===== config.mk =====
export PLATFORM = sky130hd
export DESIGN_NAME = dcache_data_sched
export DESIGN_NICKNAME = d
export VERILOG_FILES = /design/src/rtl/dcache_data_sched.sv
export SDC_FILE = /design/constraint.sdc
export NUM_CORES = 1
export LEC_CHECK = 0
export CORE_AREA = 2 2 176 178
export CTS_CLUSTER_DIAMETER = 100
export DETAILED_ROUTE_END_ITERATION = 8
export DIE_AREA = 0 0 178 180
export DONT_BUFFER_PORTS = 1
export REMOVE_ABC_BUFFERS = 1
export SYNTH_ARGS = -nofsm -noshare
export SYNTH_HDL_FRONTEND = slang
export SYNTH_SLANG_ARGS = --single-unit

===== constraint.sdc =====
create_clock -name clk -period 4.25 [get_ports clk]
set_input_delay 0.85 -clock clk [delete_from_list [all_inputs] [get_ports clk]]
set_output_delay 0.85 -clock clk [all_outputs]
set_load 0.005 [all_outputs]

===== src/rtl/dcache_data_sched.sv =====
// dcache_data_sched: arbitrates four data-array requesters onto one port.
// Requester 0 (refill) wins by default; requesters 1-3 share round-robin.
// A stalled grant is locked until accepted, a starve counter bounds how long
// the refill port can shut out the others, and accepted reads return a
// one-cycle response tag.
module dcache_data_sched #(
    parameter int ADDR_W     = 13,
    parameter int DATA_W     = 64,
    parameter int MASK_W     = 8,
    parameter int STARVE_MAX = 8
) (
    input  logic              clk,
    input  logic              reset,
    input  logic              in_0_valid,
    output logic              in_0_ready,
    input  logic [ADDR_W-1:0] in_0_bits_addr,
    input  logic              in_0_bits_write,
    input  logic [DATA_W-1:0] in_0_bits_wdata,
    input  logic [MASK_W-1:0] in_0_bits_wmask,
    input  logic              in_0_bits_way_en,
    input  logic              in_1_valid,
    output logic              in_1_ready,
    input  logic [ADDR_W-1:0] in_1_bits_addr,
    input  logic              in_1_bits_write,
    input  logic [DATA_W-1:0] in_1_bits_wdata,
    input  logic [MASK_W-1:0] in_1_bits_wmask,
    input  logic              in_1_bits_way_en,
    input  logic              in_2_valid,
    output logic              in_2_ready,
    input  logic [ADDR_W-1:0] in_2_bits_addr,
    input  logic              in_2_bits_write,
    input  logic [DATA_W-1:0] in_2_bits_wdata,
    input  logic [MASK_W-1:0] in_2_bits_wmask,
    input  logic              in_2_bits_way_en,
    input  logic              in_3_valid,
    output logic              in_3_ready,
    input  logic [ADDR_W-1:0] in_3_bits_addr,
    input  logic              in_3_bits_write,
    input  logic [DATA_W-1:0] in_3_bits_wdata,
    input  logic [MASK_W-1:0] in_3_bits_wmask,
    input  logic              in_3_bits_way_en,
    output logic              out_valid,
    input  logic              out_ready,
    output logic [ADDR_W-1:0] out_bits_addr,
    output logic              out_bits_write,
    output logic [DATA_W-1:0] out_bits_wdata,
    output logic [MASK_W-1:0] out_bits_wmask,
    output logic              out_bits_way_en,
    output logic [1:0]        out_chosen,
    output logic              resp_valid,
    output logic [1:0]        resp_id
);

    localparam logic [3:0] STARVE_LIM = 4'(STARVE_MAX);

    // Requester payloads gathered into arrays so the output mux is one index.
    logic [3:0]        valid_vec;
    logic [3:0]        write_vec;
    logic [3:0]        way_vec;
    logic [ADDR_W-1:0] addr_vec  [4];
    logic [DATA_W-1:0] wdata_vec [4];
    logic [MASK_W-1:0] wmask_vec [4];

    assign valid_vec = {in_3_valid, in_2_valid, in_1_valid, in_0_valid};
    assign write_vec = {in_3_bits_write, in_2_bits_write, in_1_bits_write, in_0_bits_write};
    assign way_vec   = {in_3_bits_way_en, in_2_bits_way_en, in_1_bits_way_en, in_0_bits_way_en};
    assign addr_vec[0]  = in_0_bits_addr;
    assign addr_vec[1]  = in_1_bits_addr;
    assign addr_vec[2]  = in_2_bits_addr;
    assign addr_vec[3]  = in_3_bits_addr;
    assign wdata_vec[0] = in_0_bits_wdata;
    assign wdata_vec[1] = in_1_bits_wdata;
    assign wdata_vec[2] = in_2_bits_wdata;
    assign wdata_vec[3] = in_3_bits_wdata;
    assign wmask_vec[0] = in_0_bits_wmask;
    assign wmask_vec[1] = in_1_bits_wmask;
    assign wmask_vec[2] = in_2_bits_wmask;
    assign wmask_vec[3] = in_3_bits_wmask;

    logic       lock;        // a stalled grant is pinned until accepted
    logic [1:0] lock_id;
    logic [1:0] rr_ptr;      // last round-robin winner, always 1..3
    logic [3:0] starve_cnt;  // refill wins while the group was waiting

    logic       any_rr;
    logic       rr_hit;
    logic [2:0] cand;
    logic [1:0] rr_id;
    logic       starve_force;
    logic [1:0] sel;
    logic       handshake;

    assign any_rr       = |valid_vec[3:1];
    assign starve_force = (starve_cnt == STARVE_LIM) && any_rr;

    // Round-robin search over requesters 1-3, starting after rr_ptr.
    always_comb begin
        // NOTE: every variable written here gets a default first so no path
        // leaves it unassigned, which would otherwise infer a latch.
        rr_id  = 2'd1;
        rr_hit = 1'b0;
        cand   = 3'd0;
        for (int k = 1; k <= 3; k++) begin
            cand = {1'b0, rr_ptr} + 3'(k);
            if (cand > 3'd3) begin
                cand = cand - 3'd3;
            end
            if (!rr_hit && valid_vec[cand[1:0]]) begin
                rr_hit = 1'b1;
                rr_id  = cand[1:0];
            end
        end
    end

    // Grant selection: lock, then starvation override, then refill, then group.
    always_comb begin
        sel = 2'd0;
        if (lock) begin
            sel = lock_id;
        end else if (starve_force) begin
            sel = rr_id;
        end else if (valid_vec[0]) begin
            sel = 2'd0;
        end else if (any_rr) begin
            sel = rr_id;
        end
    end

    assign out_valid       = (|valid_vec) || lock;
    assign handshake       = out_valid && out_ready;
    assign out_chosen      = sel;
    assign out_bits_addr   = addr_vec[sel];
    assign out_bits_write  = write_vec[sel];
    assign out_bits_wdata  = wdata_vec[sel];
    assign out_bits_wmask  = wmask_vec[sel];
    assign out_bits_way_en = way_vec[sel];

    assign in_0_ready = handshake && (sel == 2'd0);
    assign in_1_ready = handshake && (sel == 2'd1);
    assign in_2_ready = handshake && (sel == 2'd2);
    assign in_3_ready = handshake && (sel == 2'd3);

    // Lock bookkeeping: pin the current grant while the array stalls it.
    always_ff @(posedge clk or negedge reset) begin
        if (!reset) begin
            lock    <= 1'b0;
            lock_id <= 2'd0;
        end else if (handshake) begin
            // NOTE: state registers use non-blocking assignment so every flop
            // samples pre-edge values regardless of block evaluation order.
            lock    <= 1'b0;
        end else if (out_valid) begin
            lock    <= 1'b1;
            lock_id <= sel;
        end
    end

    // Fairness state: round-robin pointer and refill starve counter.
    always_ff @(posedge clk or negedge reset) begin
        if (!reset) begin
            rr_ptr     <= 2'd3;
            starve_cnt <= 4'd0;
        end else if (handshake) begin
            if (sel == 2'd0) begin
                if (any_rr) begin
                    starve_cnt <= starve_cnt + 4'd1;
                end
            end else begin
                rr_ptr     <= sel;
                starve_cnt <= 4'd0;
            end
        end
    end

    // Read response tag, one cycle after an accepted read.
    always_ff @(posedge clk or negedge reset) begin
        if (!reset) begin
            resp_valid <= 1'b0;
            resp_id    <= 2'd0;
        end else begin
            resp_valid <= handshake && !out_bits_write;
            if (handshake && !out_bits_write) begin
                resp_id <= sel;
            end
        end
    end

endmodule


# Yosys cells after proc, flatten, opt, wreduce, memory -nomap -nowiden
# Cells that the tools add are included.
# classes
addsub	7
n_lt_le_gt_ge	8
eq_ne	5
mux	35
n_bitwise	3
reduce_logical	20
# ops
op	count
binary-select mux 64 bit (select 2 bit)	1
two-way mux 64 bit	2
binary-select mux 13 bit (select 2 bit)	1
two-way mux 13 bit	2
two-way mux 2 bit	10
binary-select mux 8 bit (select 2 bit)	1
two-way mux 8 bit	2
less-than comparator 2 x 3 -> 1 bit, second input constant	4
binary-select mux 1 bit (select 2 bit)	5
> comparator 3 x 2 -> 1 bit, second input constant	3
logical AND 1 bit	9
two-way mux 1 bit	9
two-way mux 4 bit	2
adder 2 x 2 -> 3 bit, second input constant	2
AND reduction 2 bit	3
subtractor 2 bit, second input constant	3
adder 4 x 1 -> 4 bit, second input constant	1
== test 2 bit, second input constant	2
== test 4 bit, second input constant	1
OR reduction 4 bit	1
adder 2 x 1 -> 3 bit, second input constant	1
greater-or-equal comparator 3 bit, second input constant	1
logical NOT 1 bit	3
NOT 2 -> 3 bit	1
other kinds (7)	8
# totals
reg_bits	12
input_bits	355
output_inout_bits	97
word_cells	84

# Logic depth before layout (Yosys ltp)
# logic_depth
ltp_word	20
mapped_depth	11
ltp_nobuf	9

# Least setup slack after synthesis
# Ideal clock, no wire load.
# synth_path
path_type	register to output
from	reg rr_ptr[0]
to	out out_bits_addr[0]
t_arrival_ns	3.087
required_ns	3.400
slack_ns	0.313
path_stages_with_launch	12
path_buffers	4
cell_sequence	dfstp_2 > inv_1 > ha_1 > clkbuf_1 > mux4_2 > or4b_1 > a41oi_4 > buf_6 > buf_4 > buf_4 > nand2_1 > a31oi_1
# synth_via
elab_chain_len	20
elab_cells_between_ends	35
classes_between	add/sub (6); order compare (3); mux (21); bitwise (1); reduce/logical (4)
# synth_rtl
item	line	text
start, declared	82	logic [1:0] rr_ptr;
start signal, assigned	169	rr_ptr <= sel;
adder 2 x 1 -> 3 bit	104	cand = {1'b0, rr_ptr} + 3'(k);
> comparator 3 x 2 -> 1 bit / subtractor 2 bit (equally long branches)	105, 106	
two-way mux 2 bit	105	if (cand > 3'd3) begin
binary-select mux 1 bit (select 2 bit)	108	if (!rr_hit && valid_vec[cand[1:0]]) begin
two-way mux 1 bit (implied by the code)	108	
two-way mux 1 bit	108	
logical NOT 1 bit	108	
logical AND 1 bit	108	
[... 3 more ...]	--	
two-way mux 2 bit (*)	108	
two-way mux 2 bit	124	end else if (any_rr) begin
two-way mux 2 bit	122	end else if (valid_vec[0]) begin
two-way mux 2 bit (*)	120	end else if (starve_force) begin
two-way mux 2 bit (*)	118	if (lock) begin
NOT 2 -> 3 bit (implied by the code) (*)	132	assign out_bits_addr = addr_vec[sel];
binary-select mux 13 bit (select 2 bit) (*)	132	
two-way mux 13 bit (implied by the code) (*) (2 in a row)	132	
end, declared	44	output logic [ADDR_W-1:0] out_bits_addr,
# Every way passes the cells marked *; elsewhere a longest branch is shown, timed or not. The select of a mux whose other input is x is not followed.

# Worst setup path after layout
# layout_path
from	reg rr_ptr[0]
to	out out_bits_wdata[33]
# layout_via
elab_chain_len	20
elab_cells_between_ends	35
classes_between	add/sub (6); order compare (3); mux (21); bitwise (1); reduce/logical (4)
# layout_rtl
item	line	text
adder 2 x 1 -> 3 bit	104	
> comparator 3 x 2 -> 1 bit / subtractor 2 bit (equally long branches)	105, 106	
two-way mux 2 bit	105	
binary-select mux 1 bit (select 2 bit)	108	
two-way mux 1 bit (implied by the code)	108	
two-way mux 1 bit	108	
logical NOT 1 bit	108	
logical AND 1 bit	108	
[... 3 more ...]	--	
two-way mux 2 bit (*)	108	
two-way mux 2 bit	124	
two-way mux 2 bit	122	
two-way mux 2 bit (*)	120	
two-way mux 2 bit (*)	118	
NOT 2 -> 3 bit (implied by the code) (*)	134	assign out_bits_wdata = wdata_vec[sel];
binary-select mux 64 bit (select 2 bit) (*)	134	
two-way mux 64 bit (implied by the code) (*) (2 in a row)	134	
end, declared	46	output logic [DATA_W-1:0] out_bits_wdata,
# Marked as above.

==> impl_metrics.py <==
metrics = {
    "routing": {
        "wl_per_cell_um": 22.1,
        "first_pass_iters": 5,
        "vias": 5492,
        "drt_wl_total_um": 24000,
        "post-route-drc-count": 0,
        "drtIter0Drc": 467,
        "ant_nets": 0,
        "vias_per_cell": 5.05,
    },
    "flow_run": {
        "maxCapViolations": 0,
    },
    "timing": {
        "fin_hold_ws_ns": 0.301,
        "fmax_ghz": 0.234,
        "fin_skew_ns": 0.00290,
        "worst_pin_slew_ns": 0.617,
        "finalMaxSlewViolations": 0,
        "final.setup.tns_ns": -0.0268,
        "period_minus_slack_ns": 4.27,
        "finalCritPeriodShare_pct": 100,
        "setup_viol": 2,
        "slew_headroom_pct": 58.8,
        "hold_violations": 0,
        "rsz0062_at_grt": "yes",
        "fin_ws_ns": -0.0198,
    },
    "global_routing": {
        "antenna_found_initial": 3,
        "grt-ovfl-total": 0,
        "grt_usage_pct": 9.60,
        "grt_max_degree": 90,
        "grt_pass1_vias": 4357,
        "grt_pass1_wl_um": 24000,
    },
    "critical_path": {
        "worstSetupStartpointType": "flop",
        "required_ns": 3.40,
        "setup.worst_path.start": "rr_ptr[0]",
        "r2r_start": "rr_ptr[0]",
        "end_kind": "primary output",
        "cp_max_fo": 9,
        "criticalPathCategory": "flop to primary output",
        "worstPathArrival_ns": 3.42,
    },
    "floorplan": {
        "die_area_um2": 32000,
        "core_um2": 30200,
        "start_util_pct": 12.1,
        "row_count": 64,
        "die_y_um": 180,
        "die_w_um": 178,
        "ios": 452,
    },
    "pwr": {
        "powerDensity_nw_per_um2": 615,
        "power.total_mw": 3.44,
        "p_leak_nw": 2.44,
        "max-vdd-ir-drop_uv": 304,
    },
    "synthesis": {
        "syn_area_um2": 3660,
        "seq_area_frac_synth_pct": 8.28,
        "yosysWarnings": 0,
        "synthFlopType": "dfrtp_1",
        "ys_async_sr_fraction_pct": 100,
        "syn_avg_cell_area_um2": 5.39,
        "yosysUniqueCellTypes": 43,
        "synth_seq_cells": 12,
        "synth_cells": 678,
        "synth-edff-count": 0,
    },
    "clock_network": {
        "h-tree-depth": 1,
        "clock-root-buffer": "clkbuf_16",
        "ctsLongestPathBuffers": 2,
        "cts_tree": "built",
        "clk_latency_ns": 0.24,
        "clock-sinks": 12,
        "cts_hold_buf": 0,
        "clkTransAtPathRegs_ns": 0.04,
        "numCtsBuffers": 3,
    },
    "finish": {
        "stdcell_area_um2": 5600,
        "syn2layout_area_growth_pct": 53.0,
        "drive_gt1_share_pct": 26.3,
        "nets": 1049,
    },
    "place": {
        "hpwl_um": 13200,
        "place.gp.congestion": 0.836,
        "port_buffers": 0,
        "place_ws_ns": 0.0434,
        "place_area_um2": 4130,
    },
    "status": {
        "violations": "setup timing",
        "status": "finished, violations left",
    },
    "min_path": {
        "hp-class": "input pin to asynchronous set/reset pin",
    },
}
-- registers in the layout, summed over array words and instances, names as in the netlist --
register and count:
rr_ptr 2, lock_id 2, lock 1, resp_valid 1
starve_cnt 4, resp_id 2
-- synthesized netlist by cell type (2+ instances only) --
library cell / count / area, µm²
a31oi_1: 89 / 557
buf_2: 6 / 30.0
o31ai_1: 3 / 22.5
mux2i_1: 9 / 90.1
dfrtp_1: 10 / 250
nor3_1: 4 / 20.0
buf_4: 16 / 120
a32o_1: 2 / 20.0
inv_1: 8 / 30.0
clkbuf_1: 40 / 150
nand2_1: 351 / 1320
o21ai_0: 3 / 15.0
ha_1: 4 / 50.1
inv_2: 2 / 7.51
mux4_2: 2 / 45.0
nor2_1: 5 / 18.8
and2_1: 4 / 25.0
o311a_1: 2 / 20.0
a21oi_1: 4 / 20.0
mux2_2: 4 / 45.0
dfstp_2: 2 / 52.6
nor2b_1: 2 / 12.5
and3_1: 86 / 538
-- power by group --
part           internal (mW)  switching, mW
clock network          0.142         0.0474
logic                   1.34           1.72
registers              0.161         0.0336
total                   1.64           1.80
-- path summary, 6_finish.rpt --
check / end / slack [ns] / depth (start not counted)
worst min register to register: lock_id[1] / 0.51 / 1
min in group clk: lock_id[1] / 0.51 / 1
max in group asynchronous: rr_ptr[0] / 3.77 / 0
worst max register to register: resp_id[0] / 0.52 / 13
worst min-delay path: resp_id[1] / 0.30 / 0
worst max-delay path: out_bits_wdata[33] / -0.02 / 11
-- metal layers --
metal	global-route usage, %	wire (µm)	up-vias
met5	0	13	-
met4	2.62	662	2
met3	2.88	2610	65
met2	17.6	12100	447
met1	10.6	8590	2626
li1	-	-	2352
-- worst max-delay path, cell delays in order, from the launching register on --
cell and delay (ns):
dfstp_2 0.53, inv_2 0.05, ha_4 0.28, mux4_2 0.52, or4b_4 0.51, a41oi_4 0.32
buf_12 0.23, buf_12 0.14, clkbuf_16 0.16, nand2_1 0.07, and3_1 0.19, a31oi_2 0.18
-- final cells by class --
type	count	area (µm²)
inverters	10	65.1
multi-input cells	593	3590
diodes	2	5.00
fillers	3358	24600
flip-flops and latches	12	303
well taps	396	495
clock buffers	4	88.8
repair inverters	2	22.5
repair buffers	68	1020
-- layout by cell type, fill, tap and decap left out, drive strengths merged, types with 4 or more instances in the layout --
cell type  count
nand2        351
a31oi         89
and3          86
buf           54
clkbuf        16
dfrtp         10
inv           10
mux2i          9
nor2           5
mux2           4
and2           4
nor3           4
a21oi          4
ha             4
-- through the flow --
stage,util [%],cells
after detailed placement,13.7,1035
after global placement,13.7,1035
final,18.5,1087
after CTS,14.7,1049
after floorplan,-,615
after global routing,18.5,1086
-- cells by family (layout without fill, tap and decap cells) --
| kind of cell | count (synthesis) | count (layout) | synth area share [%] |
|---|---|---|---|
| adder cells (fa/ha/maj) | 4 | 4 | 1.37 |
| buffers and inverters | 73 | 84 | 9.55 |
| AND/OR/NAND/NOR | 460 | 460 | 54.6 |
| AO/OA/AOI/OAI | 113 | 113 | 21.0 |
| multiplexers | 15 | 15 | 4.93 |
| XOR/XNOR | 1 | 1 | 0.240 |
| flip-flops | 12 | 12 | 8.28 |
| other | 0 | 2 | 0 |
-- timing repair --
item	CTS	global route
gates resized for setup	8	128
pin swaps	1	9
buffers inserted	6	17
cloned	4	20
endpoints found under the setup margin	75	80
No activity file was read; power rests on OpenSTA's default activity.
